### src/rtl/subword_seq.sv
// Sequential AES SubWord / key-expansion g() engine: NBYTES bytes pushed through
// NSBOX shared S-boxes, one byte group per cycle, with valid/ready on both sides.

module aes_sbox (
  input  logic [7:0] data,
  output logic [7:0] sub
);

  function automatic logic [7:0] gf_mul(input logic [7:0] a, input logic [7:0] b);
    logic [7:0] p;
    logic [7:0] x;
    p = 8'h00;
    x = a;
    for (int i = 0; i < 8; i++) begin
      if (b[i]) p = p ^ x;
      x = {x[6:0], 1'b0} ^ (x[7] ? 8'h1b : 8'h00);
    end
    return p;
  endfunction

  logic [7:0] inv;
  logic [7:0] pw;

  // Multiplicative inverse as x^254 = x^2 * x^4 * ... * x^128; zero maps to zero.
  always_comb begin
    pw  = data;
    inv = 8'h01;
    for (int k = 1; k < 8; k++) begin
      pw  = gf_mul(pw, pw);
      inv = gf_mul(inv, pw);
    end
  end

  assign sub = inv ^ {inv[6:0], inv[7]} ^ {inv[5:0], inv[7:6]}
             ^ {inv[4:0], inv[7:5]} ^ {inv[3:0], inv[7:4]} ^ 8'h63;

endmodule

module subword_seq #(
  parameter int NBYTES = 4,
  parameter int NSBOX  = 1
) (
  input  logic                  clk,
  input  logic                  rst_n,
  input  logic                  in_valid,
  output logic                  in_ready,
  input  logic [8*NBYTES-1:0]   in_word,
  input  logic                  rot_en,
  input  logic [7:0]            rcon,
  output logic                  out_valid,
  input  logic                  out_ready,
  output logic [8*NBYTES-1:0]   out_word,
  output logic                  busy
);

  localparam int W    = 8 * NBYTES;
  localparam int NGRP = NBYTES / NSBOX;
  localparam int CW   = (NGRP > 1) ? $clog2(NGRP) : 1;
  localparam int BW   = (NBYTES > 1) ? $clog2(NBYTES) : 1;

  if (NBYTES % NSBOX != 0) begin : g_bad_param
    $error("subword_seq: NSBOX must divide NBYTES");
  end

  typedef enum logic [1:0] {IDLE, SUB, DONE} state_t;

  state_t                   state;
  logic [CW-1:0]            cnt;
  logic [NBYTES-1:0][7:0]   data_r;
  logic [NBYTES-1:0][7:0]   result_r;
  logic [NBYTES-1:0][7:0]   next_result;
  logic [7:0]               rcon_r;
  logic [NSBOX-1:0][7:0]    sb_in;
  logic [NSBOX-1:0][7:0]    sb_out;
  logic [W-1:0]             rotated;

  // Byte k (0 = most significant) lives in packed slot NBYTES-1-k.
  function automatic logic [BW-1:0] slot(input logic [CW-1:0] c, input int j);
    return BW'(NBYTES - 1 - (int'(c) * NSBOX + j));
  endfunction

  assign rotated = (in_word << 8) | (in_word >> (W - 8));

  always_comb begin
    sb_in = '0;
    for (int j = 0; j < NSBOX; j++) sb_in[j] = data_r[slot(cnt, j)];
  end

  always_comb begin
    next_result = result_r;
    for (int j = 0; j < NSBOX; j++) next_result[slot(cnt, j)] = sb_out[j];
  end

  for (genvar j = 0; j < NSBOX; j++) begin : g_sbox
    aes_sbox u_sbox (.data(sb_in[j]), .sub(sb_out[j]));
  end

  // The final SUB edge loads out_word with the complete result so it is
  // registered and stable for the whole DONE phase.
  always_ff @(posedge clk or negedge rst_n) begin
    if (!rst_n) begin
      state     <= IDLE;
      cnt       <= '0;
      data_r    <= '0;
      result_r  <= '0;
      rcon_r    <= '0;
      out_valid <= 1'b0;
      out_word  <= '0;
      busy      <= 1'b0;
      in_ready  <= 1'b1;
    end else begin
      case (state)
        IDLE: begin
          if (in_valid) begin
            data_r   <= rot_en ? rotated : in_word;
            rcon_r   <= rcon;
            cnt      <= '0;
            state    <= SUB;
            in_ready <= 1'b0;
            busy     <= 1'b1;
          end
        end
        SUB: begin
          result_r <= next_result;
          if (cnt == CW'(NGRP - 1)) begin
            cnt                 <= '0;
            state               <= DONE;
            out_valid           <= 1'b1;
            out_word            <= next_result;
            out_word[W-1 -: 8]  <= next_result[NBYTES-1] ^ rcon_r;
          end else begin
            cnt <= cnt + 1'b1;
          end
        end
        DONE: begin
          if (out_ready) begin
            state     <= IDLE;
            out_valid <= 1'b0;
            busy      <= 1'b0;
            in_ready  <= 1'b1;
          end
        end
        default: state <= IDLE;
      endcase
    end
  end

endmodule

### config.mk
export PLATFORM = sky130hd
export DESIGN_NAME = subword_seq
export DESIGN_NICKNAME = d
export VERILOG_FILES = /design/src/rtl/subword_seq.sv
export SDC_FILE = /design/constraint.sdc
export NUM_CORES = 1
export LEC_CHECK = 0
export BUFFER_PORTS_ARGS = -buffer_cell sky130_fd_sc_hd__clkbuf_2
export CAP_MARGIN = 5
export CORE_UTILIZATION = 50
export CTS_CLUSTER_DIAMETER = 30
export DETAILED_ROUTE_END_ITERATION = 7
export GPL_TIMING_DRIVEN = 0
export PLACE_DENSITY = 0.76
export SYNTH_ARGS = -nofsm -noshare
export SYNTH_HDL_FRONTEND = slang
export SYNTH_SLANG_ARGS = --single-unit
### constraint.sdc
create_clock -name clk -period 21.4 [get_ports clk]
set_input_delay 1.07 -clock clk [delete_from_list [all_inputs] [get_ports clk]]
set_output_delay 1.07 -clock clk [all_outputs]
set_load 0.01 [all_outputs]
**Yosys cells after proc, flatten, opt, wreduce, memory -nomap -nowiden**

Index checks and enable logic that the tools add are counted.

- $add $sub $neg: 2
- Magnitude comparators: 2
- Equality and inequality tests: 6
- Multiplexer cells: 224
- Bitwise gates (word level): 196
- Reductions and logical operators: 11

Operators with widths:

| operator | number |
|---|---|
| bitwise XOR 8 bit | 187 |
| 2-to-1 mux 8 bit | 107 |
| 2-to-1 mux 5 bit | 92 |
| bitwise mux 32 bit | 1 |
| 2-to-1 mux 32 bit | 1 |
| OR 32 x 8 -> 32 bit | 1 |
| binary-select mux 8 bit (select 2 bit) | 1 |
| demux 8 bit (select 2 bit) | 1 |
| 2-to-1 mux 2 bit | 6 |
| AND reduction 3 bit | 3 |
| 2-to-1 mux 7 bit | 1 |
| inverter 1 bit (first input constant) | 7 |
| 2-to-1 mux 1 bit | 6 |
| 2-to-1 mux 6 bit | 1 |
| inequality test 2 bit (second input constant) | 3 |
| one-hot mux 1 bit (2 select lines) | 3 |
| one-hot mux 2 bit (3 select lines) | 1 |
| AND reduction 2 bit | 3 |
| nonzero test 2 bit | 3 |
| == test 2 bit (second input constant) | 2 |
| 2-to-1 mux 4 bit | 1 |
| inverter 4 bit | 1 |
| one-hot mux 2 bit (2 select lines) | 1 |
| less-than comparator 2 x 3 -> 1 bit (second input constant) | 1 |
| 7 further kinds | 7 |

- Bits in registers: 111
- Input port bits: 45
- Output and inout bits: 35
- Word-level logic and storage cells: 456

**Logic depth before layout (Yosys ltp)**

Gate-level depths: netlist (run 1).

- Word-level depth: 137
- Mapped depth: 69
- Mapped depth without buffers: 56

**By module**

From an unflattened synthesis (run 1), not the netlist that was laid out.

- Cells, all modules: 2347
- Area total of the unflattened synthesis: 20369.5 um^2

Modules (own cells, without submodules):

| module | instances | cells an instance | area each (um^2) | seq. area each (um^2) |
|---|---|---|---|---|
| aes_sbox | 1 | 1942 | 15220.8 | 0.0 |
| subword_seq | 1 | 405 | 5148.7 | 2678.8 |

**Worst setup path before layout (run 1)**

No wires, ideal clock.

- Path kind: register to register
- Start point: register cnt[1]
- End point: register out_word[31]
- Setup time: 0.120 ns
- Arrival time: 16.064 ns
- Data required time: 21.280 ns
- Slack: 5.217 ns
- Cell stages (with the launch flop): 66
- Buffers on the path: 11
- Clock period less this slack: 16.183 ns
- Cell sequence: dfrtp_1 -> buf_4 -> mux2i_1 -> mux2_2 -> inv_2 -> buf_4 -> buf_2 -> ha_1 -> nand2_1 -> xnor2_1 -> inv_2 -> clkbuf_1 -> ha_1 -> clkbuf_1 -> nand2_1 -> xor2_1 -> xnor2_1 -> inv_1 -> [... 30 more ...] -> xnor3_2 -> xnor3_2 -> xnor2_4 -> nor2_1 -> xnor3_1 -> xor2_1 -> xnor3_2 -> xnor3_2 -> xnor2_1 -> nor2_1 -> a21oi_1 -> o22ai_1 -> xor3_2 -> xor2_4 -> xnor3_2 -> xor2_2 -> xnor2_1 -> a31o_1

- Cells in the longest elaborated chain, start to end: 133
- Elaborated cells on any way between the ends: 401
- Those cells by class: add/sub (1); order compare (2); eq/ne (1); mux (208); bitwise (187); reduce/logical (2)

RTL lines:

| what | line | text |
|---|---|---|
| from (decl) | 68 | `logic [CW-1:0] cnt;` |
| from (signal assigned) | 132 | `cnt <= cnt + 1'b1;` |
| subtractor 2 bit | 79 | `return BW'(NBYTES - 1 - (int'(c) * NSBOX + j));` |
| binary-select mux 8 bit (select 2 bit) | 86 | `for (int j = 0; j < NSBOX; j++) sb_in[j] = data_r[slot(cnt, j)];` |
| 2-to-1 mux 8 bit (not written as such) | 86 |  |
| 2-to-1 mux 5 bit | 16 | `x = {x[6:0], 1'b0} ^ (x[7] ? 8'h1b : 8'h00);` |
| bitwise XOR 8 bit | 16 |  |
| bitwise XOR 8 bit | 15 | `if (b[i]) p = p ^ x;` |
| 2-to-1 mux 8 bit | 15 |  |
| bitwise XOR 8 bit | 15 |  |
| [... 115 more ...] | - |  |
| bitwise XOR 8 bit | 15 |  |
| 2-to-1 mux 8 bit | 15 |  |
| bitwise XOR 8 bit | 15 |  |
| 2-to-1 mux 8 bit | 15 |  |
| bitwise XOR 8 bit (2 in a row) | 34 | `assign sub = inv ^ {inv[6:0], inv[7]} ^ {inv[5:0], inv[7:6]}` |
| bitwise XOR 8 bit (2 in a row) | 35 | `^ {inv[4:0], inv[7:5]} ^ {inv[3:0], inv[7:4]} ^ 8'h63;` |
| bitwise mux 32 bit | 91 | `for (int j = 0; j < NSBOX; j++) next_result[slot(cnt, j)] = sb_out[j];` |
| bitwise XOR 8 bit | 130 | `out_word[W-1 -: 8] <= next_result[NBYTES-1] ^ rcon_r;` |
| to (signal assigned) | 129 | `out_word <= next_result;` |
| to (signal, indexed assignment) | 130 |  |
| to (decl) | 52 | `output logic [8*NBYTES-1:0] out_word,` |

Parallel ways exist; a longest one is shown, timed or not. The select of a mux whose other input is x is not followed.
A chain may end at the register's enable or synchronous reset.

**Worst setup path after layout (run 1)**

- Start point: register cnt[1]
- End point: register out_word[25]

- Cells in the longest elaborated chain, start to end: 134
- Elaborated cells on any way between the ends: 402
- Those cells by class: add/sub (1); order compare (2); eq/ne (1); mux (208); bitwise (188); reduce/logical (2)

RTL lines:

| what | line |
|---|---|
| subtractor 2 bit | 79 |
| binary-select mux 8 bit (select 2 bit) | 86 |
| 2-to-1 mux 8 bit (not written as such) | 86 |
| 2-to-1 mux 5 bit (tied with other cells) | 16 |
| bitwise XOR 8 bit, on equally long branches | 16, 15 |
| bitwise XOR 8 bit / 2-to-1 mux 8 bit (equally long branches) | 15 |
| 2-to-1 mux 8 bit / bitwise XOR 8 bit (equally long branches) | 15 |
| bitwise XOR 8 bit / 2-to-1 mux 8 bit (equally long branches) | 15 |
| [... 116 more ...] | - |
| 2-to-1 mux 8 bit | 15 |
| bitwise XOR 8 bit | 15 |
| 2-to-1 mux 8 bit | 15 |
| bitwise XOR 8 bit (2 in a row) | 34 |
| bitwise XOR 8 bit (2 in a row) | 35 |
| inverter 4 bit (no line) | - |
| bitwise mux 32 bit | 91 |
| bitwise XOR 8 bit | 130 |

Parallel ways exist; a longest one is shown, timed or not. The select of a mux whose other input is x is not followed.

==> results of run 1 <==
-- worst reg2reg max path, delay by kind of cell, from the launching register on --
| kind | cells | cell delay, ns |
|---|---|---|
| flip-flops | 1 | 0.41 |
| buffers and inverters | 15 | 4.23 |
| AO/OA/AOI/OAI | 3 | 0.33 |
| XOR/XNOR | 25 | 9.05 |
| AND/OR/NAND/NOR | 14 | 3.46 |
| multiplexers | 4 | 1.36 |
| adder cells (fa/ha/maj) | 4 | 1.52 |
-- placed cells by master, fill, tap and decap left out, types with 38 or more instances in the layout --
| cell | instances |
|---|---|
| clkbuf_1 | 98 |
| dfrtp_1 | 102 |
| xnor2_1 | 372 |
| a21oi_1 | 135 |
| nand3_1 | 46 |
| nor3_1 | 65 |
| nor2_1 | 364 |
| o21ai_0 | 99 |
| mux2i_1 | 96 |
| nand2_1 | 250 |
| xor2_1 | 99 |
| buf_2 | 38 |
| clkbuf_2 | 77 |
| xnor3_1 | 87 |
-- state kept, by name (all words and copies together), names as in the netlist --
register / count
cnt: 2
state: 2
rcon_r: 8
in_ready: 1
out_valid: 1
result_r: 24
data_r: 32
out_word: 32
busy: 1
-- metal layers --
metal / up-vias / part of all wire
met2: 1023 / 0.46
met1: 9252 / 0.42
li1: 8893 / -
met3: 163 / 0.082
met5: - / 0
met4: 0 / 0.036
-- timing repair --
| item | CTS | global route |
|---|---|---|
| gates resized for setup | 0 | 7 |
| setup endpoints to repair | 0 | 56 |
| endpoints found under the hold margin | 0 | 0 |
-- final cells by class --
class	instances	area [µm²]
plain buffers	168	779
repair buffers	79	420
fillers	3781	18100
well taps	525	657
clock inverters	6	80.1
multi-input cells	2189	16800
inverters	33	124
clock buffers	10	229
flip-flops and latches	103	2580
-- kinds of logic after synthesis --
group	count (synthesis)	synth area share
AOI/OAI and AO/OA	506	0.165
xor gates and xnor gates	645	0.382
adders and majority gates	11	0.00679
buffers and inverters	201	0.0445
DFF	103	0.127
and+or+nand+nor	880	0.194
muxes	147	0.0806
-- final timing paths --
path | startpoint | to | slack [ns] | depth (start not counted)
max in group asynchronous | rst_n | cnt[1] | 19.90 | 2
min in group asynchronous | rst_n | out_word[18] | 0.79 | 1
worst max-delay path | cnt[1] | out_word[25] | 0.93 | 65
worst min-delay path | out_word[0] | out_word[0] | 0.48 | 2
worst min register to register | out_word[0] | out_word[0] | 0.48 | 2
worst max register to register | cnt[1] | out_word[25] | 0.93 | 65
-- metrics by stage --
stage	hold slack, ns	util	cells	setup slack [ns]	cell area, µm²
6_report	0.479	0.545	3113	0.932	21700
2_1_floorplan	0.449	-	2493	5.22	20300
3_3_place_gp	0.461	0.536	3096	1.44	21300
3_5_place_dp	0.464	0.536	3097	1.04	21400
4_1_cts	0.480	0.544	3113	0.954	21700
5_1_grt	0.503	0.545	3113	0.0242	21700
==> results.cfg, run 1 <==
[run_status]
status = completed

[job]
drv_cap = 0

[sta]
min_period_over_period = 0.956
tightestPinTransition_ns = 1.22
period_minus_slack_ns = 20.47
rsz0062_at_grt = false
setup_viol = 0
finalHoldViolCount = 0
max_slew_margin = 0.181
max_freq_ghz = 0.0489
drv_slew = 0
finClkSkew_ns = 0.0110
setup_tns_ns = 0

[clock_tree]
hold_buffers = 0
cts_setup_buffers = 0
clkLatencyLatePin_ns = 0.35
htreeDepth = 3
cts_made_buffers = 9
clockRootBuffer = clkbuf_16
cts.sinks = 103
clk_pin_slew_ns = 0.08
clockBufferDepth = 2
cts_tree = built

[floorplan]
die_h_um = 203
num_io_pins = 80
core.rowCount = 73
start_util = 0.509
die_w_um = 203
core_area_um2 = 39800
dieArea_um2 = 41400

[setup_path]
criticalPathCategory = reg -> reg
cp.required_ns = 21.62
cp.arrival_ns = 20.69
cp_top_family = XOR/XNOR gates
cp_common_cell = xnor2_1
start_kind = register
crit_fanout = 10
slowest_stage = xnor3_1
crit_buf_inv = 15
end_kind = register
max_stage_delay_ns = 0.67

[global_route]
grt_util_met3 = 0.0286
grt_max_degree = 55
grt_use_met1 = 0.387
grt_pass1_wl_um = 97200
grt_pass1_vias = 18700
globalRouteOverflowTotal = 0
grt.busiest_layer = met2
use_met2 = 0.477
grt.total_usage = 0.287
antenna_found_initial = 0

[synth]
ys_async_sr_fraction = 1.00
netlist_area_um2 = 20300
netlist_top_cells_count = xnor2_1, nor2_1, nand2_1
ys.flop_type = dfrtp_1
yosysTopAreaCell = xnor2_1
synth_area_leaders = xnor2_1, dfrtp_1, xnor3_1
ys_seq_area_frac = 0.127
yosysWarnings = 0
ys_types = 110
yosys.cell_count.top_type = xnor2_1
yosys_register_bits = 103
syn_nets = 2549
yosysTopAreaCellShare = 0.162
syn_avg_cell_area_um2 = 8.13
synth-edff-count = 0
synth_cells = 2493

[drt]
drc = 0
vias_per_cell = 6.21
wl_per_cell_um = 19.5
drt_iter0_markers = 2044
route.final.wire_length_um = 60600
dr.pass1.iters = 5
via_count = 19300
ant_nets = 0

[cells_and_area]
final_nets = 2639
num_antenna_cells = 0
drive_gt1_frac = 0.125
syn_to_final_growth_pct = 7.08

[placed_design]
dp_hpwl_um = 45700
place_congestion = 1.02
io_buffers = 78

[worst_hold_path]
min_path_type = reg -> reg
Power of run 1 is not shown: default switching activity piles up to over one toggle a cycle in this logic, so the estimate is an artifact.
==> run 2: changes to the inputs <==
--- a/config.mk
+++ b/config.mk
@@ -7,11 +7,12 @@
 export LEC_CHECK = 0
 export BUFFER_PORTS_ARGS = -buffer_cell sky130_fd_sc_hd__clkbuf_2
 export CAP_MARGIN = 5
+export CORE_ASPECT_RATIO = 1.75
 export CORE_UTILIZATION = 50
 export CTS_CLUSTER_DIAMETER = 30
 export DETAILED_ROUTE_END_ITERATION = 7
 export GPL_TIMING_DRIVEN = 0
-export PLACE_DENSITY = 0.76
+export PLACE_DENSITY = 0.78
 export SYNTH_ARGS = -nofsm -noshare
 export SYNTH_HDL_FRONTEND = slang
 export SYNTH_SLANG_ARGS = --single-unit
==> constraint.sdc (replaced) <==
create_clock -name clk -period 18.35 [get_ports clk]
set_input_delay 0.9175 -clock clk [delete_from_list [all_inputs] [get_ports clk]]
set_output_delay 0.9175 -clock clk [all_outputs]
set_load 0.01 [all_outputs]
==> run 2 against run 1 <==
Net effect: sequential share of layout area down 0.40 points; routed wire length increased by 13%; global-route usage is 3.8 points higher; clock-buffer cell count up 1; maximum frequency rose by 14%; via count grew 2.8%; setup slack got worse by 0.52 ns; die area about the same; final area is 3.5% higher; critical path depth shrank 8.
==> results.cfg, run 2 (synthesis results as in run 1) <==
[clock_tree]
cts_tree = built
hold_buffers = 0
clkLatencyLatePin_ns = 0.34
clockRootBuffer = clkbuf_16
clockBufferDepth = 2
cts.sinks = 103
clk_pin_slew_ns = 0.07
htreeDepth = 3
cts_made_buffers = 9

[setup_path]
reg2reg_to = out_word[30]
cp.required_ns = 18.59
criticalPathCategory = reg -> reg
crit_fanout = 10
cp_common_cell = xnor2_1
crit_end = out_word[30]
r2r_slack_ns = 0.42
start_kind = register
crit_start = cnt[0]
r2r-start = cnt[0]
end_kind = register
cp.arrival_ns = 18.17
slowest_stage = xnor2_1
max_stage_delay_ns = 0.94
reg2reg_depth = 57

[sta]
drv_slew = 0
setup_viol = 0
setup_ws_ns = 0.416
finalHoldViolCount = 0
max_slew_margin = 0.221
tightestPinTransition_ns = 1.16
finClkSkew_ns = 0.00839
min_period_over_period = 0.977
period_minus_slack_ns = 17.93
max_freq_ghz = 0.0558

[floorplan]
core.rowCount = 97
core_area_um2 = 40100
num_io_pins = 80
dieArea_um2 = 41400
start_util = 0.506
die_w_um = 154
die_h_um = 268

[drt]
wl_per_cell_um = 22.0
drc = 0
vias_per_cell = 6.39
via_count = 19900
route.final.wire_length_um = 68400
dr.pass1.iters = 6
ant_nets = 0
drt_iter0_markers = 1661

[placed_design]
place_ws_ns = -2.54
place_congestion = 1.01
io_buffers = 78
dp_hpwl_um = 51500

[cells_and_area]
final_common_cell = nor2_1
num_antenna_cells = 0
mostFrequentLayoutCells = nor2_1, xnor2_1, nand2_1, a21oi_1, dfrtp_1
final_nets = 2665
syn_to_final_growth_pct = 10.8
drive_gt1_frac = 0.160
top_regs = data_r (32), out_word (32), result_r (24)

[worst_hold_path]
min_path_type = reg -> reg
min_from = result_r[26]

[global_route]
globalRouteOverflowTotal = 0
grt.total_usage = 0.326
grt_pass1_vias = 19800
grt_pass1_wl_um = 106000
grt_max_degree = 68
antenna_found_initial = 1

[run_status]
status = completed

[job]
drv_cap = 0
## run 2: through the flow
step           area [µm²]  hold slack (ns)  utilization  instances  setup TNS, ns
4_1_cts             21800            0.484        0.544       3082              0
3_3_place_gp        21300            0.462        0.532       3066         -91.70
2_1_floorplan       20300            0.449            -       2493              0
5_1_grt             22500            0.507        0.561       3108         -0.882
6_report            22500            0.483        0.561       3108              0
3_5_place_dp        21300            0.470        0.532       3067        -120.42
## run 2: layout make-up
| type | instances | area (µm²) |
|---|---|---|
| plain buffers | 166 | 790 |
| inverters | 33 | 124 |
| well taps | 495 | 619 |
| flip-flops and latches | 103 | 2580 |
| fillers | 3601 | 17600 |
| multi-input cells | 2189 | 17400 |
| repair buffers | 107 | 643 |
| clock buffers | 11 | 253 |
| clock inverters | 4 | 77.6 |
## run 2: metal layers
metal,GRT usage,vias to the layer above,wire length [µm]
met1,0.314,9435,22600
met4,0.278,2,6450
li1,-,8937,-
met2,0.603,1090,35400
met5,0,-,13
met3,0.0535,402,3910
## run 2: critical path, delay by kind of cell (launching register included)
| kind | cells | cell delay [ns] |
|---|---|---|
| buf+inv | 12 | 3.11 |
| flops | 1 | 0.41 |
| fa+ha+maj | 2 | 0.62 |
| mux | 4 | 1.25 |
| simple gates | 10 | 2.83 |
| compound gates | 7 | 2.24 |
| xor+xnor | 22 | 7.31 |
## run 2: how the worst min path moves through the flow
stage              endpoint  slack, ns  cells after the start
6_report       result_r[26]       0.48                      2
5_1_grt            in_ready       0.51                      2
4_1_cts            in_ready       0.48                      2
3_5_place_dp   result_r[23]       0.47                      2
3_3_place_gp   result_r[21]       0.46                      2
2_1_floorplan  result_r[16]       0.45                      2
## run 2: what timing repair did
item / 4_1_cts / 5_1_grt
gates resized for setup: 21 / 86
setup buffers: 2 / 26
endpoints found under the setup margin: 56 / 56
pin swaps: 2 / 16
gates cloned: 0 / 0
Power of run 2 is left out for the same reason.
